==> src/rtl/multicycle_controller.sv <==
// multicycle_controller: multi-cycle MIPS-lite control sequencer.
// Walks each instruction through FETCH/DECODE/EXEC/MEM/WB, handshakes with a
// variable-latency memory via mem_ready, aborts stalled accesses after
// MEM_TIMEOUT low cycles and counts retired instructions in instret.
// Optional feature: define MC_CTRL_EXC_EN to trap undecoded instructions in
// the EXC state; otherwise they retire as NOPs.
module multicycle_controller #(
   parameter int MEM_TIMEOUT = 16,
   parameter int CNT_W       = 32
) (
   input  logic             clk,
   input  logic             rst_n,
   input  logic [5:0]       opeCode,
   input  logic [5:0]       funct,
   input  logic             zero,
   input  logic             mem_ready,
   output logic             PCWrite,
   output logic             IRWrite,
   output logic             MemRead,
   output logic             MemWrite,
   output logic             RegWrite,
   output logic             RegDst,
   output logic             Link,
   output logic             ALUsrc,
   output logic             ALUsign,
   output logic             Mem2Reg,
   output logic [1:0]       ALUop,
   output logic [1:0]       ExtOp,
   output logic [1:0]       PCsrc,
   output logic [2:0]       state,
   output logic [CNT_W-1:0] instret,
   output logic             mem_timeout,
   output logic             exc_illegal
);

   localparam logic [2:0] S_IDLE   = 3'd0;
   localparam logic [2:0] S_FETCH  = 3'd1;
   localparam logic [2:0] S_DECODE = 3'd2;
   localparam logic [2:0] S_EXEC   = 3'd3;
   localparam logic [2:0] S_MEM    = 3'd4;
   localparam logic [2:0] S_WB     = 3'd5;
   localparam logic [2:0] S_EXC    = 3'd6;

   localparam logic [3:0] K_ADDU  = 4'd0;
   localparam logic [3:0] K_SUBU  = 4'd1;
   localparam logic [3:0] K_SLT   = 4'd2;
   localparam logic [3:0] K_JR    = 4'd3;
   localparam logic [3:0] K_ORI   = 4'd4;
   localparam logic [3:0] K_LW    = 4'd5;
   localparam logic [3:0] K_SW    = 4'd6;
   localparam logic [3:0] K_BEQ   = 4'd7;
   localparam logic [3:0] K_LUI   = 4'd8;
   localparam logic [3:0] K_J     = 4'd9;
   localparam logic [3:0] K_JAL   = 4'd10;
   localparam logic [3:0] K_ADDI  = 4'd11;
   localparam logic [3:0] K_ADDIU = 4'd12;
   localparam logic [3:0] K_BAD   = 4'd15;

   // Wait counter only needs to hold 0..MEM_TIMEOUT-1: expiry clears it.
   localparam int TW = (MEM_TIMEOUT > 1) ? $clog2(MEM_TIMEOUT) : 1;
   localparam logic [TW-1:0] TO_LAST = TW'((MEM_TIMEOUT > 0) ? MEM_TIMEOUT - 1 : 0);

   logic [2:0]    state_next;
   logic [3:0]    kind;
   logic          alu_class;
   logic          mem_wait;
   logic          timeout_hit;
   logic          retire;
   logic [TW-1:0] wait_cnt;

   // Instruction decode into a compact class code.
   always_comb begin
      kind = K_BAD;
      case (opeCode)
         6'h00: begin
            case (funct)
               6'h21:   kind = K_ADDU;
               6'h23:   kind = K_SUBU;
               6'h2a:   kind = K_SLT;
               6'h08:   kind = K_JR;
               default: kind = K_BAD;
            endcase
         end
         6'h0d:   kind = K_ORI;
         6'h23:   kind = K_LW;
         6'h2b:   kind = K_SW;
         6'h04:   kind = K_BEQ;
         6'h0f:   kind = K_LUI;
         6'h02:   kind = K_J;
         6'h03:   kind = K_JAL;
         6'h08:   kind = K_ADDI;
         6'h09:   kind = K_ADDIU;
         default: kind = K_BAD;
      endcase
   end

   assign alu_class = (kind == K_ADDU) || (kind == K_SUBU) || (kind == K_SLT) ||
                      (kind == K_ORI)  || (kind == K_LUI)  || (kind == K_ADDI) ||
                      (kind == K_ADDIU);

   // A completing access in the expiry cycle wins over the timeout.
   assign mem_wait    = (state == S_FETCH) || (state == S_MEM);
   assign timeout_hit = (MEM_TIMEOUT != 0) && mem_wait && !mem_ready && (wait_cnt == TO_LAST);
   assign mem_timeout = timeout_hit;

   // State register.
   always_ff @(posedge clk or negedge rst_n) begin
      if (!rst_n) state <= S_IDLE;
      else        state <= state_next;
   end

   // Next-state logic.
   always_comb begin
      state_next = state;
      case (state)
         S_IDLE:   state_next = S_FETCH;
         S_FETCH:  state_next = mem_ready ? S_DECODE : S_FETCH;
         S_DECODE: begin
            if (kind != K_BAD) state_next = S_EXEC;
`ifdef MC_CTRL_EXC_EN
            else               state_next = S_EXC;
`else
            else               state_next = S_FETCH;
`endif
         end
         S_EXEC: begin
            if (alu_class)                         state_next = S_WB;
            else if (kind == K_LW || kind == K_SW) state_next = S_MEM;
            else                                   state_next = S_FETCH;
         end
         S_MEM: begin
            if (mem_ready)        state_next = (kind == K_LW) ? S_WB : S_FETCH;
            else if (timeout_hit) state_next = S_FETCH;
            else                  state_next = S_MEM;
         end
         S_WB:     state_next = S_FETCH;
         S_EXC:    state_next = S_FETCH;
         default:  state_next = S_IDLE;
      endcase
   end

   // Datapath enables and selects, decoded from state plus IR fields.
   always_comb begin
      PCWrite  = 1'b0;
      IRWrite  = 1'b0;
      MemRead  = 1'b0;
      MemWrite = 1'b0;
      RegWrite = 1'b0;
      RegDst   = 1'b0;
      Link     = 1'b0;
      ALUsrc   = 1'b0;
      ALUsign  = 1'b0;
      Mem2Reg  = 1'b0;
      ALUop    = 2'b00;
      ExtOp    = 2'b00;
      PCsrc    = 2'b00;
      case (state)
         S_FETCH: begin
            MemRead = 1'b1;
            if (mem_ready) begin
               IRWrite = 1'b1;
               PCWrite = 1'b1;
            end
         end
         S_EXEC: begin
            case (kind)
               K_SUBU:  ALUop = 2'b01;
               K_SLT:   begin ALUop = 2'b11; ALUsign = 1'b1; end
               K_ORI:   begin ALUsrc = 1'b1; ALUop = 2'b10; end
               K_LUI:   begin ALUsrc = 1'b1; ExtOp = 2'b10; end
               K_ADDI:  begin ALUsrc = 1'b1; ExtOp = 2'b01; ALUsign = 1'b1; end
               K_ADDIU: begin ALUsrc = 1'b1; ExtOp = 2'b01; end
               K_LW, K_SW: begin ALUsrc = 1'b1; ExtOp = 2'b01; end
               K_BEQ:   begin ALUop = 2'b01; PCsrc = 2'b01; PCWrite = zero; end
               K_J:     begin PCsrc = 2'b10; PCWrite = 1'b1; end
               K_JAL:   begin PCsrc = 2'b10; PCWrite = 1'b1; RegWrite = 1'b1; Link = 1'b1; end
               K_JR:    begin PCsrc = 2'b11; PCWrite = 1'b1; end
               default: ;
            endcase
         end
         S_MEM: begin
            ALUsrc   = 1'b1;
            ExtOp    = 2'b01;
            MemRead  = (kind == K_LW);
            MemWrite = (kind == K_SW);
         end
         S_WB: begin
            RegWrite = 1'b1;
            RegDst   = (opeCode == 6'h00);
            Mem2Reg  = (kind == K_LW);
         end
         default: ;
      endcase
   end

`ifdef MC_CTRL_EXC_EN
   assign exc_illegal = (state == S_EXC);
   assign retire = (state_next == S_FETCH) &&
                   ((state == S_EXEC) || (state == S_WB) || (state == S_MEM && mem_ready));
`else
   assign exc_illegal = 1'b0;
   assign retire = (state_next == S_FETCH) &&
                   ((state == S_EXEC) || (state == S_WB) || (state == S_DECODE) ||
                    (state == S_MEM && mem_ready));
`endif

   // Memory wait counter: restarts on any state change, completion or expiry.
   always_ff @(posedge clk or negedge rst_n) begin
      if (!rst_n)
         wait_cnt <= '0;
      else if (!mem_wait || mem_ready || timeout_hit || (state_next != state))
         wait_cnt <= '0;
      else
         wait_cnt <= wait_cnt + TW'(1);
   end

   // Retired-instruction counter, wraps naturally.
   always_ff @(posedge clk or negedge rst_n) begin
      if (!rst_n)      instret <= '0;
      else if (retire) instret <= instret + CNT_W'(1);
   end

endmodule

==> config.mk <==
export PLATFORM = sky130hd
export DESIGN_NAME = multicycle_controller
export DESIGN_NICKNAME = d
export VERILOG_FILES = /design/src/rtl/multicycle_controller.sv
export SDC_FILE = /design/constraint.sdc
export NUM_CORES = 1
export LEC_CHECK = 0
export CAP_MARGIN = 20
export CORE_MARGIN = 2
export CORE_UTILIZATION = 31
export CTS_CLUSTER_DIAMETER = 100
export CTS_CLUSTER_SIZE = 25
export DETAILED_ROUTE_END_ITERATION = 10
export PLACE_DENSITY = 0.67
export SYNTH_ARGS = -nofsm -noshare
export SYNTH_HDL_FRONTEND = slang
export SYNTH_SLANG_ARGS = --single-unit
==> constraint.sdc <==
create_clock -name clk -period 4 [get_ports clk]
set_clock_uncertainty 0.15 [all_clocks]
set_input_delay 0.8 -clock clk [delete_from_list [all_inputs] [get_ports clk]]
set_output_delay 0.8 -clock clk [all_outputs]
set_load 0.01 [all_outputs]
# After elaboration in Yosys (flattened, before gate mapping)
# Cells that the tools add are included.
[word_totals] register_bits=39 out_inout_bits=53 wordCells=102
[classes] n_addsub=2 n_eq_ne=35 n_mux=32 reduce_logical=30
[ops] operator="case mux 4 bit (10 select lines)" count=1
[ops] operator="adder 32 x 1 -> 32 bit, second input constant" count=1
[ops] operator="equality test 6 x 4 -> 1 bit, second input constant" count=5
[ops] operator="equality test 6 bit, second input constant" count=5
[ops] operator="equality test 4 bit, second input constant" count=6
[ops] operator="equality test 4 x 3 -> 1 bit, second input constant" count=4
[ops] operator="case mux 4 bit (4 select lines)" count=1
[ops] operator="2-to-1 mux 3 bit" count=5
[ops] operator="case mux 3 bit (5 select lines)" count=1
[ops] operator="logical OR 1 bit" count=14
[ops] operator="equality test 6 x 2 -> 1 bit, second input constant" count=2
[ops] operator="case mux 2 bit (3 select lines)" count=2
[ops] operator="2-to-1 mux 1 bit" count=10
[ops] operator="case mux 1 bit (2 select lines)" count=5
[ops] operator="equality test 3 bit, second input constant" count=3
[ops] operator="equality test 4 x 2 -> 1 bit, second input constant" count=2
[ops] operator="2-to-1 mux 2 bit" count=4
[ops] operator="case mux 2 bit (2 select lines)" count=2
[ops] operator="equality test 3 x 1 -> 1 bit, second input constant" count=2
[ops] operator="equality test 3 x 2 -> 1 bit, second input constant" count=2
[ops] operator="equality test 6 x 3 -> 1 bit, second input constant" count=1
[ops] operator="zero test 6 bit" count=1
[ops] operator="OR reduction 2 bit" count=3
[ops] operator="OR reduction 3 bit" count=2
[ops] operator="other kinds (11)" count=15

# Logic depth before layout (Yosys ltp)
[logic_depth] depth_word=15 ltp_mapped=10

# Worst setup path after synthesis
# No wires, ideal clock.
[synth_path] path_kind="input to output" startpoint="input port opeCode[5]" endpoint="output port PCWrite" arrival_time_ps=2743 required_time_ps=3050 slack_ps=307 cell_stages=7 path_buffers=0 cell_sequence="or4b_1 > or2_1 > o221ai_2 > a21o_1 > o221ai_2 > a21boi_0 > a211o_1"
[synth_via] elab_chain_len=6 elab_cells_between_ends=18 classes_between="13 x eq/ne; 3 x mux; 2 x reduce/logical"
[synth_lines] element="start: declaration" line_no="13" text="input logic [5:0] opeCode,"
[synth_lines] element="equality test 6 x 4 -> 1 bit, or another cell as far along" line_no="74" text="case (opeCode)"
[synth_lines] element="case mux 4 bit (10 select lines) (*)" line_no="74"
[synth_lines] element="equality test 4 x 2 -> 1 bit or equality test 4 bit (tied branches)" line_no="166" text="case (kind)"
[synth_lines] element="OR reduction 3 bit (no line)"
[synth_lines] element="case mux 1 bit (2 select lines) (*)" line_no="166"
[synth_lines] element="case mux 1 bit (2 select lines) (*)" line_no="157" text="case (state)"
[synth_lines] element="end: declaration" line_no="17" text="output logic PCWrite,"
# Mark *: on every way between the ends. The rest lies on a longest branch, timed or not.

# Final worst setup path
[layout_path] startpoint="input port opeCode[0]" endpoint="output port ALUop[0]"
[layout_via] elab_chain_len=6 elab_cells_between_ends=18 classes_between="13 x eq/ne; 3 x mux; 2 x reduce/logical"
[layout_lines] element="equality test 6 x 4 -> 1 bit, or another cell as far along" line_no="74"
[layout_lines] element="case mux 4 bit (10 select lines) (*)" line_no="74"
[layout_lines] element="equality test 4 x 1 -> 1 bit or equality test 4 x 3 -> 1 bit (tied branches)" line_no="166"
[layout_lines] element="OR reduction 2 bit (no line)"
[layout_lines] element="case mux 2 bit (3 select lines) (*)" line_no="166"
[layout_lines] element="2-to-1 mux 2 bit (*)" line_no="157"
[layout_lines] element="end: declaration" line_no="27" text="output logic [1:0] ALUop,"
# Marks and branches as above.

==> impl_metrics.yaml <==
route:
  vias_per_cell: 5.03
  routed_wl_mm: 6.87
  drc: 0
  avgRoutedWirePerCell_um: 14.2
  via_count: 2424
  ant_nets: 0
  drt-initial-drc-count: 113
  dr.pass1.iters: 4
synthesis:
  yosysMostFrequentCell: "dfrtp_1"
  ys_ff_latch: 39
  synth_cell_types: 54
  yosysTopAreaCellShare_pct: 38.6
  synthArstFlopShare_pct: 100
  yosysSeqAreaShare_pct: 38.6
  synth_edf_count: 0
  synth_flop_cell: "dfrtp_1"
  ys_top_cells_by_area: "dfrtp_1, xnor2_1, and3_1"
  synthesis.area_um2: 2530
  yosysTopAreaCell: "dfrtp_1"
  syn_area_per_cell_um2: 9.03
  synth_commonest_cells: "dfrtp_1, xnor2_1, nor2_1, and3_1, nand4_1"
  ys_warn_count: 0
  netlist_instances: 280
  syn_nets: 298
clocking:
  clk_latency_ns: 0.29
  h-tree-depth: 2
  cts.path.max_buffers: 2
  cts_buffers: 5
  clk_pin_slew_worst_paths_ns: 0.07
  cts.sinks: 39
  cts-root-buf: "clkbuf_8"
  cts_tree: "built"
timing:
  rsz0062_at_grt: "false"
  report.final.slew_viol_count: 0
  max_freq_mhz: 255
  finalCritPeriodShare_pct: 98.1
  finalCriticalPeriod_ns: 3.92
  max-slew-margin-rel_pct: 41.7
  worst_pin_slew_ns: 0.875
  timing.hold.ws_ns: 0.320
  hold_violations: 0
  setup_viol: 0
  finalSetupTns_ns: 0
  layout_setup_ws_ns: 0.0750
floorplan:
  die_area_um2: 8900
  placementRows: 32
  core_um2: 7810
  ioPinCount: 69
  die_y_um: 94.3
  fp.dieW_um: 94.3
  start_util_pct: 32.4
worst_hold_path:
  holdCritPathClass: "register to register"
grt:
  gr-max-usage-layer: "met2"
  antenna_found_initial: 0
  use_met2_pct: 26.1
  grt_pass1_vias: 2455
  grt_pass1_wl_mm: 11.7
  overflow: 0
  grt_max_degree: 40
  use_met3_pct: 3.05
  grt.total_usage_pct: 16.3
  gr-usage-met1_pct: 22.3
pwr:
  p_per_area_nw_per_um2: 308
  p_leak_uw: 0.00161
  vdd_drop_max_uv: 355
  finalPower_uw: 1130
critical_path:
  critPathRequiredTime_ns: 3.05
  cp-end-kind: "output pin"
  r2r_slack_ns: 1.12
  crit_path_max_fanout: 4
  cp-start-kind: "input port"
  cp.arrival_ns: 2.97
  critical_path_class: "input port to output pin"
place:
  place_ws_ns: -0.423
  port_buffers: 67
  dpl.hpwl_mm: 5.05
  gp_congestion: 0.829
  placed_cells: 471
final_layout:
  drive_above_1_share_pct: 17.6
  layout.nets: 397
  area_delta_synth_final_pct: 45.4
  final_cells: 482
  antenna_cells: 0
job:
  cap_violations: 0
run_status:
  status: "finished, final reports clean"
-- power by group --
group | leakage [µW] | switching, µW | internal [µW]
sequential | 0.000520 | 53.1 | 432
clock | 0.0000515 | 135 | 157
combinational | 0.00104 | 177 | 177
-- final timing paths --
path / depth (start not counted) / to / start
min in group asynchronous: 1 / instret[18]$_DFFE_PN0P_ / rst_n
worst min register to register: 1 / wait_cnt[0]$_DFF_PN0_ / wait_cnt[0]$_DFF_PN0_
max in group asynchronous: 1 / wait_cnt[0]$_DFF_PN0_ / rst_n
worst max-delay path: 11 / ALUop[0] / opeCode[0]
worst max register to register: 11 / instret[1]$_DFFE_PN0P_ / state[0]$_DFF_PN0_
worst min-delay path: 1 / wait_cnt[0]$_DFF_PN0_ / wait_cnt[0]$_DFF_PN0_
-- metal layers --
metal	vias to the layer above	part of all wire (%)
li1	1198	-
met1	1160	47
met2	58	47
met3	8	5.3
met4	0	1.0
met5	-	0
-- sequential cells by signal, summed over array words and instances (netlist names) --
signal / cells
instret: 32
wait_cnt: 4
state: 3
-- layout by cell type (no fill, tap or decap), types with 3 or more instances in the layout --
| cell type | netlist | layout |
|---|---|---|
| dlygate4sd2_1 | 0 | 7 |
| and3_1 | 20 | 20 |
| nor3_1 | 4 | 4 |
| and2_1 | 5 | 5 |
| nand2b_1 | 7 | 7 |
| inv_1 | 4 | 4 |
| buf_2 | 4 | 4 |
| a21oi_1 | 7 | 5 |
| buf_4 | 1 | 42 |
| clkdlybuf4s50_1 | 0 | 51 |
| nand4_1 | 19 | 19 |
| nand2_1 | 16 | 16 |
| o21ai_0 | 9 | 9 |
| clkdlybuf4s15_1 | 0 | 3 |
| nand3_1 | 15 | 15 |
| nor2_1 | 27 | 27 |
| nand4b_1 | 4 | 4 |
| xor2_1 | 6 | 6 |
| dfrtp_1 | 39 | 39 |
| a21o_1 | 3 | 3 |
| a21oi_2 | 1 | 3 |
| nor2b_1 | 4 | 4 |
| xnor2_1 | 31 | 31 |
| clkbuf_8 | 0 | 7 |
-- metrics by stage --
step	area, µm²	util, %
after floorplan	2530	-
after global placement	3540	45.3
after detailed placement	3540	45.3
after CTS	3650	46.8
after global routing	3680	47.1
final	3680	47.1
-- critical path, stage by stage --
cell and delay [ns]:
dlygate4sd2_1 0.27, or4b_4 0.54, or2_4 0.26, o221ai_4 0.19, buf_4 0.16, a21oi_2 0.04
xor2_1 0.16, buf_4 0.14, nand2b_1 0.13, a21oi_1 0.14, buf_2 0.14
-- cells by family after synthesis --
kind of cell    after synthesis  share of synthesized area (%)
simple gates                137                           30.3
compound gates               40                           12.0
flops                        39                           38.6
xor+xnor                     37                           12.8
buf+inv                      23                           4.65
fa+ha+maj                     2                          0.989
other cells                   1                          0.148
mux                           1                          0.445
-- cell type report --
| class | count | area (µm²) |
|---|---|---|
| clock buffer | 8 | 100 |
| timing repair buffer | 111 | 993 |
| fill | 763 | 4130 |
| multi-input combinational | 218 | 1470 |
| tap | 102 | 128 |
| sequential | 39 | 976 |
| inverter | 4 | 15.0 |
-- what timing repair did --
action | 4_1_cts | 5_1_grt
pin swaps | 8 | 4
hold buffers | 0 | 0
setup buffers | 2 | 1
endpoints found under the setup margin | 10 | 10
gates resized for setup | 29 | 6
Note: power is estimated with default switching activity, not from simulation.
